### src/rtl/addsub_seq.sv
// Wide add/subtract built from one 4-bit slice stepped across NIB nibbles LSB first; optional abort via ADDSUB_SEQ_ABORT_EN.
// Latency NIB cycles from accepted start to done; S/C/V held between commits.
// Backpressure: start is ignored while busy, and a start in the done cycle is accepted.
module addsub_seq #(
    parameter int NIB = 4
) (
    input  logic             clk,
    input  logic             rst_n,
`ifdef ADDSUB_SEQ_ABORT_EN
    input  logic             abort,
`endif
    input  logic             start,
    input  logic             se,
    input  logic [4*NIB-1:0] A,
    input  logic [4*NIB-1:0] B,
    output logic             busy,
    output logic             done,
    output logic [4*NIB-1:0] S,
    output logic             C,
    output logic             V
);
    localparam int WIDTH = 4 * NIB;
    localparam int IDXW  = (NIB > 1) ? $clog2(NIB) : 1;

    typedef enum logic {IDLE, RUN} state_t;

    state_t            state_q, state_d;
    logic [IDXW-1:0]   idx_q, idx_d;
    logic [WIDTH-1:0]  a_q, a_d, b_q, b_d, work_q, work_d, s_q, s_d;
    logic              se_q, se_d, carry_q, carry_d;
    logic              c_q, c_d, v_q, v_d, done_q, done_d;

    logic [3:0]        a_nib, b_nib;
    logic [4:0]        nib_sum;
    logic [3:0]        low_sum;

    // One slice pass: B is inverted for subtract, the +1 arrives as the initial carry.
    always_comb begin
        a_nib   = a_q[4*idx_q +: 4];
        b_nib   = b_q[4*idx_q +: 4] ^ {4{se_q}};
        nib_sum = {1'b0, a_nib} + {1'b0, b_nib} + {4'b0, carry_q};
        low_sum = {1'b0, a_nib[2:0]} + {1'b0, b_nib[2:0]} + {3'b0, carry_q};
    end

    always_comb begin
        state_d = state_q;
        idx_d   = idx_q;
        a_d     = a_q;
        b_d     = b_q;
        se_d    = se_q;
        carry_d = carry_q;
        work_d  = work_q;
        s_d     = s_q;
        c_d     = c_q;
        v_d     = v_q;
        done_d  = 1'b0;
        case (state_q)
            IDLE: begin
                if (start) begin
                    a_d     = A;
                    b_d     = B;
                    se_d    = se;
                    carry_d = se;
                    idx_d   = '0;
                    work_d  = '0;
                    state_d = RUN;
                end
            end
            RUN: begin
                work_d[4*idx_q +: 4] = nib_sum[3:0];
                carry_d              = nib_sum[4];
                idx_d                = idx_q + IDXW'(1);
                if (idx_q == IDXW'(NIB - 1)) begin
                    s_d     = work_d;
                    c_d     = nib_sum[4];
                    v_d     = low_sum[3] ^ nib_sum[4];
                    done_d  = 1'b1;
                    idx_d   = '0;
                    state_d = IDLE;
                end
`ifdef ADDSUB_SEQ_ABORT_EN
                // Abort discards the partial result and leaves the last commit visible.
                if (abort) begin
                    s_d     = s_q;
                    c_d     = c_q;
                    v_d     = v_q;
                    done_d  = 1'b0;
                    idx_d   = '0;
                    state_d = IDLE;
                end
`endif
            end
            default: state_d = IDLE;
        endcase
    end

    always_ff @(posedge clk or negedge rst_n) begin
        if (!rst_n) begin
            state_q <= IDLE;
            idx_q   <= '0;
            a_q     <= '0;
            b_q     <= '0;
            se_q    <= 1'b0;
            carry_q <= 1'b0;
            work_q  <= '0;
            s_q     <= '0;
            c_q     <= 1'b0;
            v_q     <= 1'b0;
            done_q  <= 1'b0;
        end else begin
            state_q <= state_d;
            idx_q   <= idx_d;
            a_q     <= a_d;
            b_q     <= b_d;
            se_q    <= se_d;
            carry_q <= carry_d;
            work_q  <= work_d;
            s_q     <= s_d;
            c_q     <= c_d;
            v_q     <= v_d;
            done_q  <= done_d;
        end
    end

    assign busy = (state_q == RUN);
    assign done = done_q;
    assign S    = s_q;
    assign C    = c_q;
    assign V    = v_q;
endmodule

### config.mk
export PLATFORM = sky130hd
export DESIGN_NAME = addsub_seq
export DESIGN_NICKNAME = d
export VERILOG_FILES = /design/src/rtl/addsub_seq.sv
export SDC_FILE = /design/constraint.sdc
export NUM_CORES = 1
export LEC_CHECK = 0
export ABC_AREA = 1
export BUFFER_PORTS_ARGS = -buffer_cell sky130_fd_sc_hd__clkbuf_2
export CAP_MARGIN = 10
export CORE_MARGIN = 10
export CORE_UTILIZATION = 41
export CTS_CLUSTER_DIAMETER = 120
export DETAILED_ROUTE_END_ITERATION = 10
export PLACE_DENSITY_LB_ADDON = 0.2
export SYNTH_ARGS = -nofsm -noshare
export SYNTH_HDL_FRONTEND = slang
export SYNTH_SLANG_ARGS = --single-unit
### constraint.sdc
create_clock -name clk -period 3.57 [get_ports clk]
set_input_delay 0.357 -clock clk [delete_from_list [all_inputs] [get_ports clk]]
set_output_delay 0.357 -clock clk [all_outputs]
set_load 0.03 [all_outputs]
==> impl_metrics.yaml <==
outcome:
  status: "finished clean"
synth:
  synth_edf_count: 0
  avgSynthCellArea_um2: 8.283
  synthDistinctLibCells: 28
  yosysWarnings: 0
  synth_area_um2: 3405
  syn_inst: 411
  ys_seq_area_frac: 0.5292
  syn_nets: 458
  ys.flop_type: "dfrtp_1"
  ys_seq_elements: 72
  synthArstFlopShare: 1.000
timing:
  slew_violations: 0
  setup_viol: 0
  finalCritPeriodShare: 0.8039
  relSlewSlack: 0.6076
  setup_tns_ps: 0
  worstMarginPinSlew_ps: 588.5
  fmax_mhz: 348.4
  whs_ps: 14.27
  final-hold-violation-count: 0
  period_minus_slack_ps: 2870
  skew_ps: 6.326
  rsz0062_at_grt: "false"
grt:
  grt_util_met1: 0.1601
  grtUsageMet2: 0.2292
  grt_busiest_layer: "met2"
  grt_start_max_net_pins: 46
  antenna_found_initial: 0
  track_usage: 0.1350
  grt_pass1_wl_um: 14090
  grt_pass1_vias: 2939
  overflow: 0
  met3_usage: 0.04491
floorplan:
  dieWidth_um: 111.1
  die_y_um: 111.1
  row_count: 33
  ios: 56
  core_area_um2: 8134
  dieArea_um2: 12350
  initial_utilization: 0.4186
clocking:
  clock-root-buffer: "clkbuf_8"
  ctsHoldBuffers: 0
  worstSkewPairLatency_ps: 340
  cts_setup_buffers: 0
  cts_tree: "built"
  cts_buffers: 9
  cts_buffer_depth: 2
  cts_max_level: 3
  cts_resized: 0
  path_clk_slew_ps: 80
  cts.sinks: 72
placement:
  place_area_um2: 3762
  gp_congestion: 0.8120
  dp_hpwl_um: 5871
  io_buffers: 55
drt:
  via_per_inst: 4.854
  via_count: 2786
  wire_per_inst_um: 14.14
  drtPass1Iterations: 4
  ant_nets: 0
  dr.first_iter.drc_count: 128
  routed_wl_um: 8114
  drc: 0
critical_path:
  crit_path_end: "work_q[13]"
  reg2reg_from: "idx_q[0]"
  crit_buf_inv: 1
  reg2reg_slack_ps: 700
  cp_top_family: "adder cells"
  end_kind: "register"
  crit_cells: 11
  r2r_cells: 11
  cp_data_arrival_time_ps: 3140
  cp-start-kind: "register"
  worstReg2RegEnd: "work_q[13]"
  setup.worst_path.start: "idx_q[0]"
  slowest_delay_ps: 470
  path_class: "reg -> reg"
  cp_max_fo: 22
  slowest_stage: "dfrtp_1"
  crit_chain: "inv_2 -> nor2_1 -> o22ai_1 -> xor2_1 -> fa_1 -> fa_1 -> or2_1 -> or2_1 -> o22ai_2 -> nand2_1 -> o21ai_1"
  required_ps: 3840
pwr:
  vdd_drop_max_v: 0.0004014
  powerDensity_nw_per_um2: 1079
  power_frac_clock: 0.174
  power.net_switching_mw: 1.940
  p_int_mw: 2.369
  switching_share: 0.4502
  combPwrFrac: 0.503
  leakagePower_nw: 2.122
  seqPwrFrac: 0.323
layout:
  diodes: 0
  seqCellArea_um2: 1802
  fillCellCount: 818
  drive_above_1_share: 0.1876
  final_area_um2: 3995
  final_nets: 511
  multi_input_area_um2: 1385
  area_delta_synth_final_pct: 17.35
min_path:
  holdCritPathClass: "in -> async"
run:
  maxCapViolCount: 0
worst min-delay path by stage:
stage,depth (start not counted),end
floorplan,0,C
global placement,2,S[4]
detailed placement,2,S[4]
CTS,2,S[4]
global route,2,S[8]
finish,2,S[4]
metal layers:
metal,vias to the layer above,share of wire
met5,-,0
met4,0,0.012
met3,9,0.052
met2,64,0.48
met1,1297,0.45
li1,1416,-
cells in the mapped netlist, drive strengths merged, types with 4 or more instances:
master,number,area [um^2]
o22ai,20,143.9
inv,37,138.9
buf,10,52.55
xor2,5,43.79
o21ai,28,143.9
nor2,16,62.56
clkbuf,7,26.28
nand3,4,20.02
nand2,181,681.9
dfrtp,72,1802
ha,9,112.6
a21oi,6,30.03
logic make-up after synthesis:
group	synth area share
flip-flops	0.5292
buffers and inverters	0.06395
AND/OR/NAND/NOR	0.2337
adder cells (fa/ha/maj)	0.04484
XOR/XNOR	0.01544
AO/OA/AOI/OAI	0.1128
power by group through the flow:
stage          clock network (mW)  registers [mW]  logic, mW
2_1_floorplan                   0            1.48       1.56
3_3_place_gp                    0            1.40       2.13
3_5_place_dp                    0            1.41       2.18
4_1_cts                     0.771            1.40       2.19
5_1_grt                     0.802            1.44       2.51
6_report                    0.749            1.39       2.17
cell usage in the layout (no fill, tap or decap):
| cell type | Yosys | routed |
|---|---|---|
| a21oi_1 | 6 | 6 |
| a22oi_1 | 2 | 2 |
| a32o_1 | 2 | 2 |
| a32oi_1 | 1 | 1 |
| buf_2 | 9 | 1 |
| buf_4 | 1 | 4 |
| bufinv_16 | 0 | 2 |
| clkbuf_1 | 7 | 2 |
| clkbuf_2 | 0 | 54 |
| clkbuf_8 | 0 | 12 |
| dfrtp_1 | 72 | 72 |
| fa_1 | 2 | 2 |
| ha_1 | 9 | 9 |
| inv_1 | 28 | 28 |
| inv_2 | 9 | 9 |
| nand2_1 | 180 | 180 |
| nand2_2 | 1 | 1 |
| nand3_1 | 4 | 4 |
| nand4_1 | 3 | 3 |
| nor2_1 | 15 | 15 |
| nor2_2 | 1 | 1 |
| o211ai_1 | 1 | 1 |
| o21ai_1 | 27 | 27 |
| o21ai_2 | 1 | 1 |
| o21bai_1 | 1 | 1 |
| o22ai_1 | 17 | 17 |
| o22ai_2 | 3 | 3 |
| o31ai_1 | 1 | 1 |
| or2_1 | 2 | 2 |
| xnor2_1 | 1 | 1 |
| xor2_1 | 5 | 5 |
registers in the layout (all words and copies together), names as in the netlist:
name,flops
idx_q,2
done,1
C,1
S,16
carry_q,1
a_q,16
se_q,1
V,1
busy,1
work_q,16
b_q,16
stage by stage:
step           power [mW]  std cells  worst slack, ps    util
3_5_place_dp        3.594        558            711.7  0.4625
3_3_place_gp        3.535        558            774.1  0.4625
2_1_floorplan       3.037        411            937.0       -
6_report            4.309        574            700.1  0.4912
4_1_cts             4.360        574            691.2  0.4912
5_1_grt             4.751        574            484.0  0.4912
area by class of cell:
| class | instances | share of cell area |
|---|---|---|
| clock buffers | 14 | 0.04322 |
| clock inverters | 2 | 0.01503 |
| inverters | 37 | 0.03476 |
| multi-input cells | 285 | 0.3467 |
| flip-flops and latches | 72 | 0.4510 |
| well taps | 105 | 0.03288 |
| repair buffers | 59 | 0.07642 |
(Power assumes the default switching activity.)
